### src/rtl/mlp_mem_pkg.sv
// mlp_mem_pkg: FSM states, requester indices and grant encoding shared by the SRAM arbiter slice
package mlp_mem_pkg;
  typedef enum logic [1:0] {IDLE, ACCESS, COMPLETE} state_t;
  localparam int LOADER = 0;
  localparam int ENGINE = 1;
  function automatic logic [1:0] onehot(input logic p);
    return p ? 2'b10 : 2'b01;
  endfunction
endpackage

### src/rtl/sram_arbiter_if.sv
// sram_arbiter_if: requester bus (req/we/addr/wdata in, gnt/done/err/rdata out) and SRAM bus (re/we/addr/wdata out, rdata in)
interface sram_arbiter_if #(parameter int NUM_BIT = 8, parameter int ADDR_W = 4);
  logic [1:0]              req_i;
  logic [1:0]              we_i;
  logic [1:0][ADDR_W-1:0]  addr_i;
  logic [1:0][NUM_BIT-1:0] wdata_i;
  logic [1:0]              gnt_o;
  logic [1:0]              done_o;
  logic [1:0]              err_o;
  logic [NUM_BIT-1:0]      rdata_o;
  logic                    sram_re_o;
  logic                    sram_we_o;
  logic [ADDR_W-1:0]       sram_addr_o;
  logic [NUM_BIT-1:0]      sram_wdata_o;
  logic [NUM_BIT-1:0]      sram_rdata_i;
  modport slave (
    input  req_i, we_i, addr_i, wdata_i, sram_rdata_i,
    output gnt_o, done_o, err_o, rdata_o, sram_re_o, sram_we_o, sram_addr_o, sram_wdata_o
  );
  modport master (
    output req_i, we_i, addr_i, wdata_i, sram_rdata_i,
    input  gnt_o, done_o, err_o, rdata_o, sram_re_o, sram_we_o, sram_addr_o, sram_wdata_o
  );
endinterface

### src/rtl/rr_arbiter2.sv
// rr_arbiter2: 2-way round-robin; ports clk, rst_n, req (requests), en (grant taken), gnt (one-hot winner)
module rr_arbiter2 (
  input  logic       clk,
  input  logic       rst_n,
  input  logic [1:0] req,
  input  logic       en,
  output logic [1:0] gnt
);
  logic last;
  assign gnt = (req == 2'b11) ? (last ? 2'b01 : 2'b10) : req;
  // last starts at 1 so port 0 wins the first contended grant
  always_ff @(posedge clk or negedge rst_n)
    if (!rst_n) last <= 1'b1;
    else if (en) last <= gnt[1];
endmodule

### src/rtl/sram_arbiter.sv
// sram_arbiter: shares one SRAM between loader (0) and engine (1); ports clk, rst_n, bus (slave side of sram_arbiter_if)
module sram_arbiter
  import mlp_mem_pkg::*;
#(
  parameter int NUM_BIT = 8,
  parameter int ADDR_W  = 4,
  parameter int DEPTH   = 16
) (
  input logic          clk,
  input logic          rst_n,
  sram_arbiter_if.slave bus
);
  localparam logic [ADDR_W:0] DEPTH_L = (ADDR_W+1)'(DEPTH);
  state_t              state, state_nx;
  logic [1:0]          win;
  logic                take, sel, port, we_q, oor_q;
  logic [ADDR_W-1:0]   addr_q;
  logic [NUM_BIT-1:0]  wdata_q, rdata_q;
  assign take = (state == IDLE) && |bus.req_i;
  assign sel  = win[ENGINE];
  rr_arbiter2 u_arb (.clk(clk), .rst_n(rst_n), .req(bus.req_i), .en(take), .gnt(win));
  always_ff @(posedge clk or negedge rst_n)
    if (!rst_n) state <= IDLE;
    else state <= state_nx;
  always_comb begin
    state_nx = IDLE;
    state_nx = (state == IDLE) ? (take ? ACCESS : IDLE) : (state == ACCESS) ? COMPLETE : IDLE;
  end
  always_ff @(posedge clk or negedge rst_n)
    if (!rst_n) begin
      port    <= 1'b0;
      we_q    <= 1'b0;
      oor_q   <= 1'b0;
      addr_q  <= '0;
      wdata_q <= '0;
      rdata_q <= '0;
    end else begin
      if (take) begin
        port    <= sel;
        we_q    <= bus.we_i[sel];
        oor_q   <= {1'b0, bus.addr_i[sel]} >= DEPTH_L;
        addr_q  <= bus.addr_i[sel];
        wdata_q <= bus.wdata_i[sel];
      end
      if (state == ACCESS && !we_q && !oor_q) rdata_q <= bus.sram_rdata_i;
    end
  // addr/wdata come straight from the latch so they hold through COMPLETE
  assign bus.gnt_o        = (state != IDLE) ? onehot(port) : 2'b00;
  assign bus.done_o       = (state == COMPLETE) ? onehot(port) : 2'b00;
  assign bus.err_o        = bus.done_o & {2{oor_q}};
  assign bus.sram_we_o    = (state == ACCESS) && we_q && !oor_q;
  assign bus.sram_re_o    = (state == ACCESS) && !we_q && !oor_q;
  assign bus.sram_addr_o  = addr_q;
  assign bus.sram_wdata_o = wdata_q;
  assign bus.rdata_o      = rdata_q;
endmodule

### src/flat_wrapper.sv
// flat-port wrapper written by rule: the top's interface ports become plain ports
module sram_arbiter_flat import mlp_mem_pkg::*;
#(
  parameter int NUM_BIT = 8,
  parameter int ADDR_W  = 4,
  parameter int DEPTH   = 16
)
  (clk, rst_n, bus_req_i, bus_we_i, bus_addr_i, bus_wdata_i, bus_sram_rdata_i, bus_gnt_o, bus_done_o, bus_err_o, bus_rdata_o, bus_sram_re_o, bus_sram_we_o, bus_sram_addr_o, bus_sram_wdata_o);
  sram_arbiter_if #(.NUM_BIT(NUM_BIT), .ADDR_W(ADDR_W)) bus_i ();
  input logic clk;
  input logic rst_n;
  input wire logic [$bits(bus_i.req_i)-1:0] bus_req_i;
  input wire logic [$bits(bus_i.we_i)-1:0] bus_we_i;
  input wire logic [$bits(bus_i.addr_i)-1:0] bus_addr_i;
  input wire logic [$bits(bus_i.wdata_i)-1:0] bus_wdata_i;
  input wire logic [$bits(bus_i.sram_rdata_i)-1:0] bus_sram_rdata_i;
  output wire logic [$bits(bus_i.gnt_o)-1:0] bus_gnt_o;
  output wire logic [$bits(bus_i.done_o)-1:0] bus_done_o;
  output wire logic [$bits(bus_i.err_o)-1:0] bus_err_o;
  output wire logic [$bits(bus_i.rdata_o)-1:0] bus_rdata_o;
  output wire logic [$bits(bus_i.sram_re_o)-1:0] bus_sram_re_o;
  output wire logic [$bits(bus_i.sram_we_o)-1:0] bus_sram_we_o;
  output wire logic [$bits(bus_i.sram_addr_o)-1:0] bus_sram_addr_o;
  output wire logic [$bits(bus_i.sram_wdata_o)-1:0] bus_sram_wdata_o;
  assign bus_i.req_i = bus_req_i;
  assign bus_i.we_i = bus_we_i;
  assign bus_i.addr_i = bus_addr_i;
  assign bus_i.wdata_i = bus_wdata_i;
  assign bus_i.sram_rdata_i = bus_sram_rdata_i;
  assign bus_gnt_o = bus_i.gnt_o;
  assign bus_done_o = bus_i.done_o;
  assign bus_err_o = bus_i.err_o;
  assign bus_rdata_o = bus_i.rdata_o;
  assign bus_sram_re_o = bus_i.sram_re_o;
  assign bus_sram_we_o = bus_i.sram_we_o;
  assign bus_sram_addr_o = bus_i.sram_addr_o;
  assign bus_sram_wdata_o = bus_i.sram_wdata_o;
  sram_arbiter #(.NUM_BIT(NUM_BIT), .ADDR_W(ADDR_W), .DEPTH(DEPTH)) u_core (.clk(clk), .rst_n(rst_n), .bus(bus_i));
endmodule
### config.mk
export PLATFORM = sky130hd
export DESIGN_NAME = sram_arbiter_flat
export DESIGN_NICKNAME = d
export VERILOG_FILES = /design/src/rtl/mlp_mem_pkg.sv /design/src/rtl/sram_arbiter_if.sv /design/src/rtl/rr_arbiter2.sv /design/src/rtl/sram_arbiter.sv /design/src/flat_wrapper.sv
export SDC_FILE = /design/constraint.sdc
export NUM_CORES = 1
export LEC_CHECK = 0
export BUFFER_PORTS_ARGS = -buffer_cell sky130_fd_sc_hd__buf_4
export CAP_MARGIN = 20
export CORE_ASPECT_RATIO = 2
export CORE_UTILIZATION = 43
export DETAILED_ROUTE_END_ITERATION = 10
export PLACE_DENSITY = 0.88
export SETUP_SLACK_MARGIN = 0.05
export SLEW_MARGIN = 30
export SYNTH_ARGS = -nofsm -noshare
export SYNTH_HDL_FRONTEND = slang
export SYNTH_SLANG_ARGS = --single-unit
### constraint.sdc
create_clock -name clk -period 1.69 [get_ports clk]
set_input_delay 0.338 -clock clk [delete_from_list [all_inputs] [get_ports clk]]
set_output_delay 0.338 -clock clk [all_outputs]
set_load 0.01 [all_outputs]
==> impl_metrics.py, run 1 <==
metrics = {
    "status": {
        "status": "finished clean",
    },
    "synthesis": {
        "synth_edf_count": 0,
        "ys.flop_type": "dfrtp_1",
        "yosysWarningCount": 0,
        "synth-seq-cells": 25,
        "yosysMostFrequentCell": "mux2_2",
        "synth_common_cells": "mux2_2 (25), dfrtp_1 (24), mux2_4 (9), nor2b_1 (3)",
        "syn-instance-count": 80,
        "synthTopCellsByArea": "dfrtp_1 (51%), mux2_2 (24%), mux2_4 (11%)",
        "avgSynthCellArea_um2": 14.8,
        "ys_seq_area_share_pct": 53.1,
        "synth_area_um2": 1180,
        "ys_async_sr_fraction_pct": 100,
        "yosys.cell_types.count": 20,
        "synth_top_area_share_pct": 50.8,
        "synth_top_cell_by_area": "dfrtp_1",
    },
    "routing": {
        "top_layer": "met4",
        "wl_met1_um": 837,
        "vias": 873,
        "wl_per_cell_um": 13.7,
        "ant_nets": 0,
        "dr.pass1.iters": 4,
        "dr.first_iter.drc_count": 8,
        "wl_mm": 2.49,
        "viasPerCell": 4.80,
        "wl_met3_um": 115,
        "wl_met2_mm": 1.51,
        "drcViolationCount": 0,
    },
    "floorplanning": {
        "io_pins": 66,
        "core_um2": 2570,
        "fp.dieW_um": 39.1,
        "die_y_um": 76.1,
        "rows": 26,
        "initial_core_util_pct": 46.0,
        "dieArea_um2": 2970,
    },
    "sta": {
        "setup-tns-final_ns": 0,
        "hold_violations": 0,
        "worst_clock_skew_ns": 0.0119,
        "period_needed_ns": 1.55,
        "setup-violations-final": 0,
        "final_max_slew_viol_count": 0,
        "fmax_ghz": 0.645,
        "grt_setup_unrepaired": "false",
        "finalCritPeriodShare_pct": 91.7,
    },
    "setup_path": {
        "path_class": "register to output pin",
        "crit_family": "flip-flops",
        "setup.reg_to_reg.worst_slack_ns": 0.14,
        "crit_path_end": "bus_sram_re_o",
        "arrival_ns": 1.21,
        "cp.depth": 4,
        "crit_fanout": 7,
        "crit_chain": "nor2b_2 > nor2b_1 > buf_4 > buf_4",
        "cp-end-kind": "output pin",
        "r2r-start": "u_core.u_arb.last",
        "max_stage_delay_ns": 0.40,
        "slowest_stage": "dfrtp_1",
        "r2r_end": "u_core.bus.sram_wdata_o[5]",
        "r2r_cells": 4,
        "start_kind": "register",
        "required_ns": 1.35,
        "worst-path-buf-inv": 2,
        "crit_path_frequent_cell": "buf_4",
        "critPathLaunch": "u_core.state[1]",
    },
    "clock_network": {
        "clock_sinks": 25,
        "clock_latency_ns": 0.27,
        "tritoncts": "yes",
        "cts_max_level": 1,
        "cts-root-buf": "clkbuf_8",
        "clk_pin_slew_ns": 0.09,
        "clock_path_buffers": 2,
        "cts-buffers-inserted": 3,
    },
    "global_routing": {
        "track_usage_pct": 18.4,
        "grt_overflow_total": 0,
        "grt_max_degree": 26,
        "first_global_vias": 879,
        "grt_pass1_wl_mm": 3.82,
        "antenna_found_initial": 0,
    },
    "placed_design": {
        "gp_congestion": 0.688,
        "dp_hpwl_mm": 1.94,
        "port_buffers": 63,
    },
    "power_and_ir_drop": {
        "power_frac_seq_pct": 35.8,
        "leakage_nw": 0.915,
        "p_int_mw": 2.07,
        "p_comb_share_pct": 52.8,
        "swShare_pct": 31.9,
        "p_sw_uw": 970,
        "pwr-share-clk_pct": 11.5,
        "p_per_area_nw_per_um2": 1680,
        "peakVddDrop_uv": 955,
    },
    "final_layout": {
        "nNetsFinal": 193,
        "antenna_cells": 0,
        "area_growth_pct": 53.1,
        "drive_gt1_share_pct": 74.7,
        "fin_util_pct": 70.4,
    },
    "min_path": {
        "hold_class": "input pin to register",
    },
    "run": {
        "drv_cap": 0,
    },
}
-- worst min-delay path by stage --
stage	cells after the start	from	slack (ns)	endpoint
CTS	2	bus_req_i[0]	0.24	u_core.u_arb.last
detailed placement	1	rst_n	0.26	u_core.bus.sram_addr_o[1]
global route	2	bus_req_i[0]	0.24	u_core.u_arb.last
global placement	1	rst_n	0.26	u_core.bus.sram_addr_o[1]
finish	2	bus_req_i[0]	0.26	u_core.u_arb.last
floorplan	0	rst_n	0.04	u_core.bus.rdata_o[0]
-- cells in the final DEF, fill, tap and decap left out --
cell,Yosys,final
buf_4,2,72
mux2_2,25,25
dfrtp_1,24,24
mux2_4,9,9
clkbuf_8,0,3
nor2b_1,3,2
conb_1,1,2
nor2_2,0,1
nor2_1,2,1
nor3b_1,1,1
nor2b_2,0,1
and3b_1,1,1
and2_1,1,1
o21ai_1,1,1
inv_1,1,1
a21bo_4,0,1
a21oi_1,1,1
a31oi_1,1,1
nor3_1,1,1
a21o_1,1,1
clkinvlp_4,0,1
dlygate4sd3_1,0,1
buf_12,0,1
dfstp_2,1,1
-- cell type report --
class                           count  area, um^2
Clock buffer                        3        41.3
Clock inverter                      1        7.51
Fill cell                         201         762
Inverter                            1        3.75
Multi-Input combinational cell     50         523
Sequential cell                    25         627
Tap cell                           28        35.0
Timing Repair Buffer               74         571
-- through the flow --
stage                     area [um^2]  setup WS, ns  cells  hold slack (ns)  total power, mW
final                            1810         0.139    182            0.257             3.04
after detailed placement         1690         0.104    170            0.258             2.60
after global routing             1810        0.0752    182            0.244             3.24
after CTS                        1760        0.0801    177            0.238             3.00
after global placement           1690         0.130    170            0.255             2.53
after floorplan                  1180         0.158     81           0.0424             1.91
-- registers in the layout, summed over array words and instances, names as in the netlist --
register and cells:
u_core.we_q 1, u_core.bus.sram_addr_o 4, u_core.state 2, u_core.bus.sram_wdata_o 8
u_core.bus.rdata_o 8, u_core.port 1, u_core.u_arb.last 1
-- per-layer routing --
metal  GRT usage, %  vias up
met4           8.28        0
met2           34.5       32
met1           18.0      416
met3           1.75        2
li1               -      423
met5              0        -
-- power groups by stage --
stage | combinational [mW] | clock [mW] | sequential (mW)
global route | 1.72 | 0.389 | 1.12
CTS | 1.54 | 0.362 | 1.09
floorplan | 0.706 | 0 | 1.20
detailed placement | 1.49 | 0 | 1.11
finish | 1.61 | 0.349 | 1.09
global placement | 1.44 | 0 | 1.09
-- cells by family (layout without fill, tap and decap cells) --
group                  Yosys count  after routing  share of synthesized area, %
other                            1              2                         0.317
DFF                             25             25                          53.1
and+or+nand+nor                  9              9                          4.56
muxes                           34             34                          35.3
AOI/OAI and AO/OA                5              5                          2.86
buffers and inverters            6             79                          3.92
-- what timing repair did --
action / 4_1_cts / 5_1_grt
gates cloned: 0 / 0
pin swaps: 0 / 0
hold buffers: 1 / 0
resized for setup: 1 / 2
endpoints found under the hold margin: 24 / 0
setup endpoints to repair: 1 / 5
setup buffers: 2 / 5
(Power assumes the default switching activity.)
==> run 2: changes to the inputs <==
--- a/config.mk
+++ b/config.mk
@@ -5,12 +5,13 @@
 export SDC_FILE = /design/constraint.sdc
 export NUM_CORES = 1
 export LEC_CHECK = 0
-export BUFFER_PORTS_ARGS = -buffer_cell sky130_fd_sc_hd__buf_4
 export CAP_MARGIN = 20
 export CORE_ASPECT_RATIO = 2
-export CORE_UTILIZATION = 43
+export CORE_UTILIZATION = 45
+export CTS_CLUSTER_DIAMETER = 100
 export DETAILED_ROUTE_END_ITERATION = 10
-export PLACE_DENSITY = 0.88
+export DONT_BUFFER_PORTS = 1
+export PLACE_DENSITY = 0.7
 export SETUP_SLACK_MARGIN = 0.05
 export SLEW_MARGIN = 30
 export SYNTH_ARGS = -nofsm -noshare
==> constraint.sdc (replaced) <==
create_clock -name clk -period 1.97 [get_ports clk]
set_input_delay 0.394 -clock clk [delete_from_list [all_inputs] [get_ports clk]]
set_output_delay 0.394 -clock clk [all_outputs]
set_load 0.01 [all_outputs]
==> impl_metrics.py, run 2 (synthesized netlist as in run 1, its figures left out) <==
metrics = {
    "global_routing": {
        "grt_pass1_wl_mm": 2.79,
        "antenna_found_initial": 0,
        "grt_overflow_total": 0,
        "track_usage_pct": 14.2,
        "busiest_layer": "met2",
        "grt_util_met1_pct": 14.3,
        "globalRouteMet2Util_pct": 24.5,
        "first_global_vias": 652,
        "grt_max_degree": 26,
        "use_met3_pct": 3.58,
    },
    "setup_path": {
        "required_ns": 2.12,
        "crit_chain": "a21bo_2 > mux2_2 > mux2_2",
        "crit_path_frequent_cell": "mux2_2",
        "arrival_ns": 1.86,
        "crit_fanout": 14,
        "path_class": "register to register",
        "start_kind": "register",
        "cp-end-kind": "register",
        "slowest_stage": "dfstp_2",
        "max_stage_delay_ns": 0.55,
    },
    "final_layout": {
        "fin_util_pct": 49.9,
        "regArea_um2": 627,
        "multi_input_area_um2": 512,
        "final_common_cell": "mux2_2",
        "fin_area_um2": 1250,
        "antenna_cells": 0,
        "finalNonFillerCells": 112,
        "nNetsFinal": 123,
        "num-fill-cells": 226,
        "area_growth_pct": 5.83,
        "final_cell_mix": "mux2_2 (25), dfrtp_1 (24), mux2_4 (9)",
        "drive_gt1_share_pct": 51.2,
    },
    "floorplanning": {
        "die_y_um": 74.5,
        "core_um2": 2500,
        "io_pins": 66,
        "rows": 26,
        "fp.dieW_um": 38.2,
        "initial_core_util_pct": 47.2,
        "dieArea_um2": 2850,
    },
    "run": {
        "drv_cap": 0,
    },
    "routing": {
        "wl_mm": 1.83,
        "dr.pass1.iters": 4,
        "viasPerCell": 5.64,
        "wl_per_cell_um": 16.3,
        "vias": 632,
        "ant_nets": 0,
        "drcViolationCount": 0,
        "dr.first_iter.drc_count": 18,
    },
    "clock_network": {
        "clk_pin_slew_ns": 0.08,
        "clock_path_buffers": 2,
        "clock_sinks": 25,
        "clock_latency_ns": 0.26,
        "cts_setup_buffers": 0,
        "cts_max_level": 1,
        "cts-root-buf": "clkbuf_8",
        "cts-buffers-inserted": 3,
        "tritoncts": "yes",
    },
    "power_and_ir_drop": {
        "peakVddDrop_uv": 915,
        "p_total_mw": 2.05,
        "p_per_area_nw_per_um2": 1640,
        "leakage_nw": 0.565,
    },
    "sta": {
        "worst_slack_ns": 0.262,
        "relSlewSlack_pct": 64.6,
        "worstMarginPinSlew_ns": 0.530,
        "setup-tns-final_ns": 0,
        "grt_setup_unrepaired": "false",
        "hold_violations": 0,
        "worst_clock_skew_ns": 0.00451,
        "fmax_ghz": 0.586,
        "whs_ns": 0.0979,
        "finalCritPeriodShare_pct": 86.7,
        "final_max_slew_viol_count": 0,
        "setup-violations-final": 0,
        "period_needed_ns": 1.71,
    },
    "min_path": {
        "hold_class": "input pin to async pin",
    },
    "placed_design": {
        "gp_congestion": 0.634,
        "dp_hpwl_mm": 1.42,
        "port_buffers": 0,
        "placed_cell_area_um2": 1200,
        "placed_cells": 107,
        "dp_slack_ns": 0.262,
    },
    "status": {
        "status": "finished clean",
    },
}
-- run 2: changes by cell type in the layout (fill, tap and decap cells not counted), sizes merged --
cell / previous run / this run
dlygate4sd3: 1 / 0
buf: 73 / 4
clkbuf: 3 / 4
clkinvlp: 1 / 0
-- run 2: what timing repair did --
item,CTS,global route
endpoints found under the hold margin,25,0
gates resized for setup,0,0
hold buffers,1,0
-- run 2: worst paths after layout --
path                                         from                        end  slack [ns]  cells past startpoint
worst max-delay path            u_core.u_arb.last  u_core.bus.sram_addr_o[1]        0.26                      3
worst min-delay path                        rst_n  u_core.bus.sram_addr_o[1]         0.1                      1
worst max register to register  u_core.u_arb.last  u_core.bus.sram_addr_o[1]        0.26                      3
worst min register to register    u_core.state[1]            u_core.state[1]        0.52                      1
max in group asynchronous                   rst_n          u_core.u_arb.last        1.51                      1
min in group clk                     bus_req_i[0]          u_core.u_arb.last        0.18                      1
-- run 2: per-layer routing --
layer | vias up | share of wire [%]
met3 | 2 | 10
met4 | 0 | 1.3
met2 | 42 | 54
met5 | - | 0
li1 | 285 | -
met1 | 303 | 35
-- run 2: layout make-up --
class | count | share of cell area (%)
clock buffers | 4 | 3.60
inverters | 1 | 0.300
multi-input cells | 50 | 40.9
flip-flops and latches | 25 | 50.2
well taps | 28 | 2.80
repair buffers | 4 | 2.20
-- run 2: where the power goes --
group | internal [mW] | switching, mW
Clock | 0.144 | 0.150
Combinational | 0.413 | 0.273
Sequential | 0.789 | 0.277
-- run 2: critical path: cells and delay by family, from the launching register on --
| family | cells | cell delay [ns] |
|---|---|---|
| flip-flops | 1 | 0.55 |
| multiplexers | 2 | 0.64 |
| AO/OA/AOI/OAI | 1 | 0.41 |
==> run 3: changes to the inputs <==
--- a/config.mk
+++ b/config.mk
@@ -6,12 +6,14 @@
 export NUM_CORES = 1
 export LEC_CHECK = 0
 export CAP_MARGIN = 20
+export CELL_PAD_IN_SITES_DETAIL_PLACEMENT = 0
+export CELL_PAD_IN_SITES_GLOBAL_PLACEMENT = 2
 export CORE_ASPECT_RATIO = 2
-export CORE_UTILIZATION = 45
+export CORE_UTILIZATION = 35
 export CTS_CLUSTER_DIAMETER = 100
 export DETAILED_ROUTE_END_ITERATION = 10
 export DONT_BUFFER_PORTS = 1
-export PLACE_DENSITY = 0.7
+export PLACE_DENSITY = 0.82
 export SETUP_SLACK_MARGIN = 0.05
 export SLEW_MARGIN = 30
 export SYNTH_ARGS = -nofsm -noshare
==> impl_metrics.py, run 3 (synthesized netlist as in run 1, its figures left out) <==
metrics = {
    "final_layout": {
        "num-fill-cells": 314,
        "nNetsFinal": 124,
        "area_growth_pct": 8.26,
        "final_common_cell": "mux2_2",
        "fin_area_um2": 1280,
        "final_cell_mix": "mux2_2 (25), dfrtp_1 (24), mux2_4 (9)",
        "multi_input_area_um2": 512,
        "drive_gt1_share_pct": 50.6,
        "fin_util_pct": 40.0,
        "antenna_cells": 0,
        "regArea_um2": 627,
    },
    "power_and_ir_drop": {
        "p_sw_uw": 702,
        "p_int_mw": 1.35,
        "peakVddDrop_uv": 565,
        "p_per_area_nw_per_um2": 1600,
        "leakage_nw": 0.575,
        "pwr-share-clk_pct": 14.2,
        "p_comb_share_pct": 33.8,
        "swShare_pct": 34.2,
        "power_frac_seq_pct": 52.0,
    },
    "setup_path": {
        "path_class": "register to register",
        "crit_fanout": 14,
        "setup.reg_to_reg.worst_slack_ns": 0.27,
        "r2r_cells": 3,
        "slowest_stage": "dfstp_2",
        "crit_path_frequent_cell": "mux2_2",
        "start_kind": "register",
        "worst-path-buf-inv": 0,
        "cp-end-kind": "register",
        "arrival_ns": 1.85,
        "crit_chain": "a21bo_2 > mux2_2 > mux2_2",
        "crit_family": "multiplexers",
        "cp.depth": 3,
        "max_stage_delay_ns": 0.54,
        "required_ns": 2.12,
    },
    "global_routing": {
        "grt_max_degree": 26,
        "first_global_vias": 693,
        "track_usage_pct": 11.2,
        "grt_overflow_total": 0,
        "grt_pass1_wl_mm": 3.06,
        "antenna_found_initial": 0,
    },
    "clock_network": {
        "clock_latency_ns": 0.26,
        "cts_setup_buffers": 0,
        "tritoncts": "yes",
        "cts-resized-gates": 0,
        "cts-root-buf": "clkbuf_8",
        "clk_pin_slew_ns": 0.08,
        "clock_path_buffers": 2,
        "clock_sinks": 25,
        "cts-buffers-inserted": 3,
        "cts_max_level": 1,
        "hold_buffers": 2,
    },
    "min_path": {
        "hold_class": "input pin to register",
        "holdPathStages": 1,
    },
    "routing": {
        "ant_nets": 0,
        "vias": 644,
        "dr.first_iter.drc_count": 12,
        "viasPerCell": 5.55,
        "drcViolationCount": 0,
        "wl_mm": 1.94,
        "dr.pass1.iters": 3,
        "wl_per_cell_um": 16.8,
    },
    "placed_design": {
        "dp_hpwl_mm": 1.48,
        "port_buffers": 0,
        "placed_cell_area_um2": 1200,
        "gp_congestion": 0.673,
    },
    "sta": {
        "setup-violations-final": 0,
        "final_max_slew_viol_count": 0,
        "hold_violations": 0,
        "finalCritPeriodShare_pct": 86.3,
        "grt_setup_unrepaired": "false",
        "setup-tns-final_ns": 0,
        "fmax_ghz": 0.588,
        "period_needed_ns": 1.70,
        "worst_clock_skew_ns": 0.00391,
        "whs_ns": 0.195,
    },
    "status": {
        "status": "finished clean",
    },
    "floorplanning": {
        "initial_core_util_pct": 37.0,
        "die_y_um": 84.2,
        "fp.dieW_um": 43.1,
        "io_pins": 66,
        "dieArea_um2": 3620,
        "rows": 29,
        "core_um2": 3190,
    },
    "run": {
        "drv_cap": 0,
    },
}
[run 3: layout make-up]
cell class	instances	area share (%)
inverters	1	0.294
multi-input cells	50	40.0
well taps	31	3.03
repair buffers	5	4.11
flip-flops and latches	25	49.0
clock buffers	4	3.52
[run 3: path summary, 6_finish.rpt]
path	start	endpoint
worst min register to register	u_core.u_arb.last	u_core.u_arb.last
worst max-delay path	u_core.u_arb.last	u_core.bus.sram_addr_o[1]
worst max register to register	u_core.u_arb.last	u_core.bus.sram_addr_o[1]
min in group asynchronous	rst_n	u_core.bus.rdata_o[7]
max in group asynchronous	rst_n	u_core.u_arb.last
worst min-delay path	bus_req_i[0]	u_core.u_arb.last
[run 3: power by group through the flow]
stage          registers, mW  logic (mW)  clock network [mW]
5_1_grt                 1.10       0.770               0.329
4_1_cts                 1.07       0.710               0.312
2_1_floorplan           1.03       0.606                   0
6_report                1.07       0.694               0.291
3_3_place_gp            1.07       0.665                   0
3_5_place_dp            1.09       0.692                   0
[run 3: metrics by stage]
| step | total power, mW | std cells | setup WS (ns) |
|---|---|---|---|
| finish | 2.05 | 116 | 0.270 |
| global route | 2.20 | 116 | 0.181 |
| CTS | 2.09 | 116 | 0.249 |
| detailed placement | 1.78 | 110 | 0.261 |
| global placement | 1.74 | 110 | 0.291 |
| floorplan | 1.64 | 81 | 0.438 |
[run 3: layer usage]
layer	track usage, %	vias up	routed length, um
met3	2.80	2	168
met1	10.9	315	673
met5	0	-	0
met4	5.79	0	23
met2	20.7	40	1080
li1	-	287	-
